===== src/rtl/ws_array_ctrl.sv =====
// Control sequencer for an N x N weight-stationary systolic array: clear, load
// weights row by row, then stream a skewed activation tile and flag valid columns.
module ws_array_ctrl #(
    parameter int N    = 4,
    parameter int MAXM = 16,
    parameter int AW   = $clog2(MAXM)
) (
    input  logic                      clk,
    input  logic                      rst,
    input  logic                      start,
    input  logic                      abort,
    input  logic [$clog2(MAXM+1)-1:0] num_vec,
    output logic                      busy,
    output logic                      done,
    output logic                      pe_rstn_pipe,
    output logic                      pe_rstn_psum,
    output logic                      w_wr_en,
    output logic [$clog2(N)-1:0]      w_row,
    output logic                      act_rd_en,
    output logic [AW-1:0]             act_rd_addr,
    output logic [N-1:0]              feed_en,
    output logic [N-1:0]              col_valid
);
    localparam int MW = $clog2(MAXM+1);
    localparam int CW = $clog2(2*N+MAXM+1);
    localparam int RW = $clog2(N);
    localparam int XW = CW + 1;

    typedef enum logic [2:0] {IDLE, CLEAR, LOAD_W, STREAM, DONE} state_t;

    state_t         state, state_n;
    logic [CW-1:0]  cnt, cnt_n;
    logic [MW-1:0]  m_reg, m_n;
    logic           ab_reg, ab_n;
    logic           rst_q;
    logic [XW-1:0]  c_x, m_x, last_c;

    // Window bounds are evaluated one bit wider so i+1+M and N+1+j+M cannot wrap.
    assign c_x    = XW'(cnt);
    assign m_x    = XW'(m_reg);
    assign last_c = XW'(2*N) + m_x - XW'(1);

    always_ff @(posedge clk) begin
        if (rst) begin
            state  <= IDLE;
            cnt    <= '0;
            m_reg  <= '0;
            ab_reg <= 1'b0;
            rst_q  <= 1'b1;
        end else begin
            state  <= state_n;
            cnt    <= cnt_n;
            m_reg  <= m_n;
            ab_reg <= ab_n;
            rst_q  <= 1'b0;
        end
    end

    always_comb begin
        state_n = state;
        cnt_n   = cnt;
        m_n     = m_reg;
        ab_n    = ab_reg;
        if (abort && state != IDLE) begin
            state_n = CLEAR;
            cnt_n   = '0;
            ab_n    = 1'b1;
        end else begin
            unique case (state)
                IDLE: begin
                    if (start) begin
                        m_n     = (num_vec > MW'(MAXM)) ? MW'(MAXM) : num_vec;
                        state_n = CLEAR;
                        cnt_n   = '0;
                        ab_n    = 1'b0;
                    end
                end
                CLEAR: begin
                    cnt_n = '0;
                    if (ab_reg) begin
                        state_n = IDLE;
                        ab_n    = 1'b0;
                        m_n     = '0;
                    end else begin
                        state_n = LOAD_W;
                    end
                end
                LOAD_W: begin
                    if (cnt == CW'(N-1)) begin
                        cnt_n   = '0;
                        state_n = (m_reg == '0) ? DONE : STREAM;
                    end else begin
                        cnt_n = cnt + CW'(1);
                    end
                end
                STREAM: begin
                    if (c_x == last_c) begin
                        cnt_n   = '0;
                        state_n = DONE;
                    end else begin
                        cnt_n = cnt + CW'(1);
                    end
                end
                DONE:    state_n = IDLE;
                default: state_n = IDLE;
            endcase
        end
    end

    // Moore decode: outputs depend only on registered state, counter and M.
    always_comb begin
        busy         = (state == CLEAR) || (state == LOAD_W) || (state == STREAM);
        done         = (state == DONE);
        pe_rstn_pipe = !(state == CLEAR) && !rst_q;
        pe_rstn_psum = !(state == CLEAR) && !rst_q;
        w_wr_en      = (state == LOAD_W);
        w_row        = (state == LOAD_W) ? RW'(cnt) : '0;
        act_rd_en    = (state == STREAM) && (c_x < m_x);
        act_rd_addr  = act_rd_en ? AW'(cnt) : '0;
        feed_en      = '0;
        col_valid    = '0;
        if (state == STREAM) begin
            for (int i = 0; i < N; i++) begin
                feed_en[i]   = (c_x >= XW'(i+1)) && (c_x < XW'(i+1) + m_x);
                col_valid[i] = (c_x >= XW'(N+1+i)) && (c_x < XW'(N+1+i) + m_x);
            end
        end
    end
endmodule


===== config.mk =====
export PLATFORM = sky130hd
export DESIGN_NAME = ws_array_ctrl
export DESIGN_NICKNAME = d
export VERILOG_FILES = /design/src/rtl/ws_array_ctrl.sv
export SDC_FILE = /design/constraint.sdc
export NUM_CORES = 1
export LEC_CHECK = 0
export BUFFER_PORTS_ARGS = -buffer_cell sky130_fd_sc_hd__buf_4
export CAP_MARGIN = 20
export CORE_UTILIZATION = 35
export CTS_CLUSTER_DIAMETER = 80
export DETAILED_ROUTE_END_ITERATION = 12
export GPL_TIMING_DRIVEN = 0
export PLACE_DENSITY = 0.52
export SETUP_SLACK_MARGIN = 0.1
export SKIP_CTS_REPAIR_TIMING = 1
export SLEW_MARGIN = 30
export SYNTH_ARGS = -nofsm -noshare
export SYNTH_HDL_FRONTEND = slang
export SYNTH_SLANG_ARGS = --single-unit

===== constraint.sdc =====
create_clock -name clk -period 4.3 [get_ports clk]
set_input_delay 0.215 -clock clk [delete_from_list [all_inputs] [get_ports clk]]
set_output_delay 0.215 -clock clk [all_outputs]
set_load 0.01 [all_outputs]

After elaboration in Yosys (flattened, before gate mapping)
Index checks and enable logic that the tools add are counted.
{"block": "op_classes", "add_sub_neg": 10, "order_cmp": 18, "n_eq_ne": 13, "mux": 23, "n_bitwise": 1, "reduce_logical": 27}
{"cell": "$lt A5 B6 Y1", "n": 8}
{"cell": "$mux W5", "n": 6}
{"cell": "$add A3 B5 Y6 const A", "n": 4}
{"cell": "$ge A5 B3 Y1 const B", "n": 4}
{"cell": "$pmux W5 S4", "n": 1}
{"cell": "$add A2 B5 Y6 const A", "n": 2}
{"cell": "$mux W3", "n": 4}
{"cell": "$mux W4", "n": 3}
{"cell": "$pmux W3 S4", "n": 1}
{"cell": "$logic_and A1 B1 Y1", "n": 11}
{"cell": "$ge A5 B2 Y1 const B", "n": 2}
{"cell": "$pmux W5 S2", "n": 1}
{"cell": "$add A1 B5 Y6 const A", "n": 1}
{"cell": "$add A4 B5 Y6 const A", "n": 1}
{"cell": "$eq A3 B2 Y1 const B", "n": 2}
{"cell": "$eq A5 B6 Y1", "n": 1}
{"cell": "$ne A2 B2 Y1 const B", "n": 3}
{"cell": "$ne A3 B3 Y1 const B", "n": 2}
{"cell": "$reduce_and A3 Y1", "n": 2}
{"cell": "$reduce_bool A3 Y1", "n": 2}
{"cell": "$sub A6 B1 Y6 const B", "n": 1}
{"cell": "$add A5 B1 Y5 const B", "n": 1}
{"cell": "$eq A5 B2 Y1 const B", "n": 1}
{"cell": "$ge A5 B1 Y1 const B", "n": 1}
{"cell": "other kinds (20)", "n": 27}
{"block": "word_totals", "register_bits": 15, "input_bits": 9, "output_inout_bits": 20}

Longest topological paths before layout
Gate-level depths: netlist (run 1).
{"block": "logic_depth", "depth_word": 6, "ltp_mapped": 10, "depth_no_buf": 10}

Least setup slack after synthesis (run 1)
OpenSTA, ideal clock, no wires.
{"block": "synth_path", "kind": "register to register", "start": "register m_reg[2]", "end": "register state[2]", "t_arrival_ns": 2.340, "setup_slack_ns": 1.899, "path_stages_with_launch": 11, "n_path_buf": 0, "cell_sequence": "dfxtp_1 -> inv_1 -> ha_1 -> a21bo_2 -> xnor2_1 -> ha_1 -> nand4_1 -> a211oi_2 -> nand3b_2 -> a21boi_4 -> and3_1"}
{"block": "synth_via", "elab_chain_len": 5, "elab_cells_between_ends": 9}
{"element": "start: declaration", "line": "33", "text": "logic [MW-1:0] m_reg, m_n;"}
{"element": "start signal: assignment", "line": "53", "text": "m_reg <= m_n;"}
{"element": "$add A4 B5 Y6", "line": "41", "text": "assign last_c = XW'(2*N) + m_x - XW'(1);"}
{"element": "$sub A6 B1 Y6", "line": "41"}
{"element": "$eq A5 B6 Y1", "line": "97", "text": "if (c_x == last_c) begin"}
{"element": "$ne A2 B2 Y1 (no line)"}
{"element": "$reduce_and A3 Y1 (no line)"}
{"element": "end signal: assignment", "line": "51", "text": "state <= state_n;"}
{"element": "end: declaration", "line": "31", "text": "state_t state, state_n;"}
Several ways; a longest one is shown, not always the timed one. The select of a mux whose other input is x is not followed.
A chain may end at the register's enable or synchronous reset.

Worst setup path after layout (run 1)
Ends and elaborated chain as after synthesis.

==> results of run 1 <==
final cells by class:
cell class | instances | area share
multi-input combinational | 225 | 0.6904
buffer | 8 | 0.02358
tap | 75 | 0.03763
sequential | 15 | 0.1204
clock buffer | 4 | 0.01806
timing repair buffer | 28 | 0.08430
inverter | 17 | 0.02559
Yosys cell counts, drive strengths merged (4+ instances only):
cell type   n
o22ai       4
inv        17
o21bai      4
xor2        4
nand2b     10
nor2       12
and3        5
a21oi      22
dfxtp      15
nor3b       4
nand2      21
ha         48
buf         7
a21o       13
xnor2      13
o21ai       6
nor2b       4
nand3      10
nor3        6
a31oi       7
o21a        4
critical path, cell delays in order (launching register included):
cell	delay [ns]
dfxtp_1	0.57
inv_1	0.25
ha_1	0.30
a21bo_2	0.26
xnor2_1	0.07
ha_1	0.31
nand4_1	0.10
a211oi_2	0.24
nand3b_2	0.19
a21boi_4	0.29
and3_1	0.19
metrics by stage:
step                  util  area (um2)  setup WS [ns]
global placement    0.4136        2449          1.426
CTS                 0.4212        2494          1.425
finish              0.4212        2494          1.479
floorplan                -        2145          1.899
global route        0.4212        2494          1.241
detailed placement  0.4136        2449          1.448
per-layer routing:
layer | up-vias | GRT usage | share of wire
met5 | - | 0 | 0
li1 | 1014 | - | -
met1 | 868 | 0.2602 | 0.50
met3 | 6 | 0.02614 | 0.035
met2 | 35 | 0.2880 | 0.45
met4 | 0 | 0.04464 | 0.014
path summary, 6_finish.rpt:
path	start	endpoint	slack, ns	cells past startpoint
setup / recovery	m_reg[2]$_SDFFE_PP0P_	state[2]$_SDFFE_PP0P_	1.48	10
hold / removal	rst	rst_q$_DFF_P_	0.08	1
setup reg to reg	m_reg[2]$_SDFFE_PP0P_	state[2]$_SDFFE_PP0P_	1.48	10
hold reg to reg	ab_reg$_SDFFE_PP0P_	ab_reg$_SDFFE_PP0P_	0.55	2
power groups by stage:
stage | combinational (mW) | clock (mW) | sequential [mW]
6_report | 0.230 | 0.115 | 0.167
5_1_grt | 0.261 | 0.125 | 0.169
4_1_cts | 0.232 | 0.120 | 0.168
3_5_place_dp | 0.229 | 0 | 0.171
3_3_place_gp | 0.228 | 0 | 0.171
2_1_floorplan | 0.170 | 0 | 0.165
logic make-up (layout without fill, tap and decap cells):
kind of cell	count (synthesis)	after routing	synth area share
AO/OA/AOI/OAI	73	73	0.2316
XOR/XNOR	17	17	0.06943
adder cells (fa/ha/maj)	48	48	0.2800
buffers and inverters	25	57	0.05717
flip-flops	15	15	0.1400
multiplexers	1	1	0.005251
AND/OR/NAND/NOR	86	86	0.2165
==> results by group, run 1 <==
Outcome
  • Status: complete, no violations

Die
  • Area of the core: 5921 um2
  • Initial core utilization: 0.3622
  • Ports: 29
  • Die area: 6444 um2
  • Die Y-Extent: 80.28 um
  • Row cnt: 28
  • Die width: between 80 and 90 um

Power
  • Cell Pwr Density: 205.3 nW/um2
  • Sequential power share: 0.327
  • Combinational Power Share: 0.449
  • Sw frac: 0.3779
  • Lkg Pwr: 1.221 nW
  • P_int: 0.3185 mW
  • Clock network power share: 0.225
  • Pwr Total: 0.5120 mW
  • Sw Pwr: 0.1935 mW
  • VDD IR-drop max: 0.0001553 V

Setup path
  • Startpoint types: flop
  • Critical path class: flop to flop
  • Crit path DAT: 3.01 ns
  • CP Max Fanout: 10
  • Capturing element type of the critical path: flop
  • Req. time, crit path: around 4.5 ns

Layout
  • Most frequent cells in the layout: 48 x ha_1, 31 x buf_4, 22 x a21oi_1
  • # diodes: 0
  • Fillers: a little over 600
  • Area Growth Syn to Fin: 16.28%
  • Non-Filler Instances: 372
  • Multi-input logic area: between 1500 and 2000 um2
  • FF+latch area: 300.3 um2
  • Layout cells sized above 1: 0.1582
  • Nets@finish: 355
  • Commonest non-fill, non-tap cell in the layout: ha_1

Synth
  • Average size of a mapped cell: 8.093 um2
  • Syn Inst Count: 265
  • Syn nets: around 320
  • Ys async rst share: 0
  • Seq/Total Area, Yosys: 0.1400
  • Number of synthesized flops with an enable pin: 0
  • Synth top area cells: ha_1 28%, dfxtp_1 14%, xnor2_1 5.3%
  • Yosys warning total: 0
  • Main synth FF type: dfxtp_1
  • FF+latch count, synth: 15
  • Cell Area, Synth: between 2000 and 2500 um2
  • Yosys top cell by area: ha_1
  • Synth unique cells: 46
  • Post-synth top area share: 0.2800

Hold path
  • Class of the worst hold path: input port to flop

Routing
  • Residual DRC count: 0
  • Vias per cell: 5.169
  • Detailed Routing Iterations Pass 1: 5
  • DR iter-0 viols: between 100 and 150
  • Final WL: 5474 um
  • Avg WL per Cell: around 15 um
  • ANT nets after route: 0
  • Via count: 1923

Clock network
  • CTS tree: yes
  • Clk_lat worst skew: about 0.25 ns
  • Clock buffer count from CTS: 3
  • H-tree levels: 1
  • CTS Sinks: 15
  • Bufs on Longest Clock Path: 2
  • Clock-pin transition on the worst setup and hold timing paths: 0.06 ns
  • Root Buffer: clkbuf_8

STA
  • Fin Clk Skew: around 0.005 ns
  • Post-layout min period: 2.821 ns
  • Fin crit share: 0.6560
  • Setup Viol. Count Final: 0
  • Slew @ Worst Pin: 0.6331 ns
  • Fmax: 354.5 MHz
  • Setup Total Neg Slack: 0 ns
  • Unrepaired setup endpoints after global routing: false
  • Max transition margin: 0.5773
  • Final number of hold-violating endpoints: 0
  • Pins Over Slew Limit: 0
  • Fin Hold WS: 0.08023 ns

Placed design
  • I/O Buffers: 28
  • Dpl cells: around 370
  • RD Place Congestion: 0.8201
  • Hpwl dp: 4177 um

GRT
  • Initial antenna violation count: 0
  • Vias in the first global route: 1822
  • Pin count of the biggest net entering global routing: 16
  • First-pass GRT wire length: 9156 um
  • Remaining global-route overflow: 0
  • Tot GR Track Use: 0.1833

Job
  • # Max-Cap Violations: 0
No activity file was read; power rests on OpenSTA's default activity.
==> inputs of run 2 (changes only) <==
- clock period: 4.3 -> 2.6 ns (I/O delays scaled with it)
==> run 2 against run 1 <==
Sequential power grew 63%. Critical endpoint unchanged. Worst setup slack worse by 1.3 ns. Highest routed layer unchanged. Non-clock buffer count rose by 12. Hold slack improved by 0.062 ns. Clock skew about the same. Count of clock-buffer cells in the layout is the same. Maximum frequency increased by 15%. Critical path type unchanged. Sequential cell count stayed put.
==> results by group, run 2 (same netlist as run 1, synthesis figures left out) <==
Outcome
  • Status: complete, no violations

Power
  • Pwr Total: 0.8859 mW (+73%)
  • VDD IR-drop max: 0.0002600 V (+67%)
  • Cell Pwr Density: 330.5 nW/um2 (+61%)
  • Lkg Pwr: 1.295 nW (+6.1%)

Routing
  • ANT nets after route: 0 (unchanged)
  • Residual DRC count: 0 (unchanged)
  • Vias per cell: 5.164 (-0.10%)
  • DR iter-0 viols: 119 (-4.8%)
  • Detailed Routing Iterations Pass 1: 4 (-1)
  • Avg WL per Cell: 14.64 um (-0.51%)
  • Via count: 1983 (+3.1%)
  • Final WL: 5622 um (+2.7%)

GRT
  • Remaining global-route overflow: 0 (unchanged)
  • First-pass GRT wire length: 9156 um (unchanged)
  • Top Usage Layer GRT: met2
  • Pin count of the biggest net entering global routing: 16 (unchanged)
  • Tot GR Track Use: 0.1833 (unchanged)
  • M1 GR Usage: 0.2602 (unchanged)
  • Initial antenna violation count: 0 (unchanged)
  • Grt met2 use: 0.2880 (unchanged)
  • Vias in the first global route: 1822 (unchanged)
  • M3 GR Usage: 0.02614 (unchanged)

Clock network
  • CTS tree: yes
  • Clk_lat worst skew: 0.25 ns (about the same)
  • H-tree levels: 1 (unchanged)
  • Clock-pin transition on the worst setup and hold timing paths: 0.06 ns (about the same)
  • Root Buffer: clkbuf_8
  • Clock buffer count from CTS: 3 (unchanged)
  • CTS Sinks: 15 (unchanged)
  • Bufs on Longest Clock Path: 2 (unchanged)

Setup path
  • Crit path largest cell delay: 0.40 ns (-0.17 ns)
  • Cell family with most CP delay: compound AO/OA/AOI/OAI gates
  • Startpoint types: flop
  • Cell breakdown of the critical path: clkinvlp_4 > ha_4 > a21bo_4 > xnor2_2 > ha_1 > nand4_1 > a211oi_2 > nand3b_4 > a21boi_4 > and3_4
  • Req. time, crit path: 2.80 ns (-1.69 ns)
  • CP Buf/Inv Count: 1 (unchanged)
  • Capturing element type of the critical path: flop
  • Crit path DAT: 2.65 ns (-0.36 ns)
  • Critical path class: flop to flop
  • Critical-path top delay cell: dfxtp_4
  • CP Max Fanout: 7 (-3)
  • Reg2Reg Setup Slack: 0.15 ns (-1.33 ns)

Die
  • Die width: 80.28 um (unchanged)
  • Die area: 6444 um2 (unchanged)
  • Die Y-Extent: 80.28 um (unchanged)
  • Area of the core: 5921 um2 (unchanged)
  • Row cnt: 28 (unchanged)
  • Initial core utilization: 0.3622 (unchanged)
  • Ports: 29 (unchanged)

STA
  • Fin Clk Skew: 0.005260 ns (+0.0001602 ns)
  • Post-layout min period: 2.454 ns (-0.3665 ns)
  • Pins Over Slew Limit: 0 (unchanged)
  • Max transition margin: 0.5916 (+0.01429)
  • Final number of hold-violating endpoints: 0 (unchanged)
  • Fin crit share: 0.9439 (+0.2879)
  • Setup Viol. Count Final: 0 (unchanged)
  • Fmax: 407.5 MHz (+15%)
  • Unrepaired setup endpoints after global routing: true
  • Slew @ Worst Pin: 0.6117 ns (-0.02140 ns)

Placed design
  • RD Place Congestion: 0.8201 (unchanged)
  • Hpwl dp: 4177 um (unchanged)
  • Dpl cells: 368 (unchanged)
  • I/O Buffers: 28 (unchanged)
  • DP Area: 2449 um2 (unchanged)

Hold path
  • Class of the worst hold path: input port to flop

Layout
  • Nets@finish: 367 (+3.4%)
  • Non-Filler Instances: 384 (+3.2%)
  • FF+latch area: 315.3 um2 (+5.0%)
  • Most frequent cells in the layout: 45 x ha_1, 41 x buf_4, 22 x a21oi_1
  • Commonest non-fill, non-tap cell in the layout: ha_1
  • Layout cells sized above 1: 0.2330 (+0.07476)
  • # diodes: 0 (unchanged)
  • Fillers: 602 (-2.9%)
  • Final Util: 0.4527 (+0.03149)
  • Multi-input logic area: 1784 um2 (+3.6%)
  • Area Growth Syn to Fin: 24.97%
  • Fin area: 2680 um2 (+7.5%)

Job
  • # Max-Cap Violations: 0 (unchanged)
-- run 2: cell types whose count changed in the layout (fill, tap and decap cells not counted), sizes merged --
cell / change
clkinvlp: +1
inv: -1
dlygate4sd3: +1
buf: +11
-- run 2: tightest hold or removal path, stage by stage --
cell and delay, ns:
buf_4 0.10, nand3_1 0.06, a21oi_1 0.06
-- run 2: area by class of cell --
type | instances | share of cell area
clock buffers | 4 | 0.01681
plain buffers | 8 | 0.02194
well taps | 75 | 0.03501
flip-flops and latches | 15 | 0.1176
repair buffers | 40 | 0.1176
multi-input cells | 225 | 0.6657
inverters | 17 | 0.02521
-- run 2: per-layer routing --
layer  up-vias  share of wire
li1       1037              -
met1       909           0.48
met2        33           0.47
met3         4          0.042
met4         0         0.0076
met5         -              0
-- run 2: path summary, 6_finish.rpt --
kind / depth (start not counted) / end / from
setup / recovery: 10 / state[2]$_SDFFE_PP0P_ / m_reg[2]$_SDFFE_PP0P_
hold / removal: 3 / m_reg[0]$_SDFFE_PP0P_ / num_vec[0]
setup reg to reg: 10 / state[2]$_SDFFE_PP0P_ / m_reg[2]$_SDFFE_PP0P_
hold reg to reg: 2 / m_reg[1]$_SDFFE_PP0P_ / m_reg[1]$_SDFFE_PP0P_
-- run 2: metrics by stage --
step | setup TNS, ns | setup WS, ns | hold slack, ns
floorplan | 0 | 0.1994 | 0.1577
global placement | -1.644 | -0.2740 | 0.2425
detailed placement | -1.499 | -0.2522 | 0.2487
CTS | -1.926 | -0.2746 | -0.01058
global route | 0 | 0.03584 | 0.1550
finish | 0 | 0.1458 | 0.1426
-- run 2: power breakdown --
part	leakage (nW)	switching [mW]	total [mW]	internal [mW]
clock network	0.0228	0.0828	0.191	0.109
logic	1.15	0.224	0.422	0.198
registers	0.126	0.0260	0.273	0.247
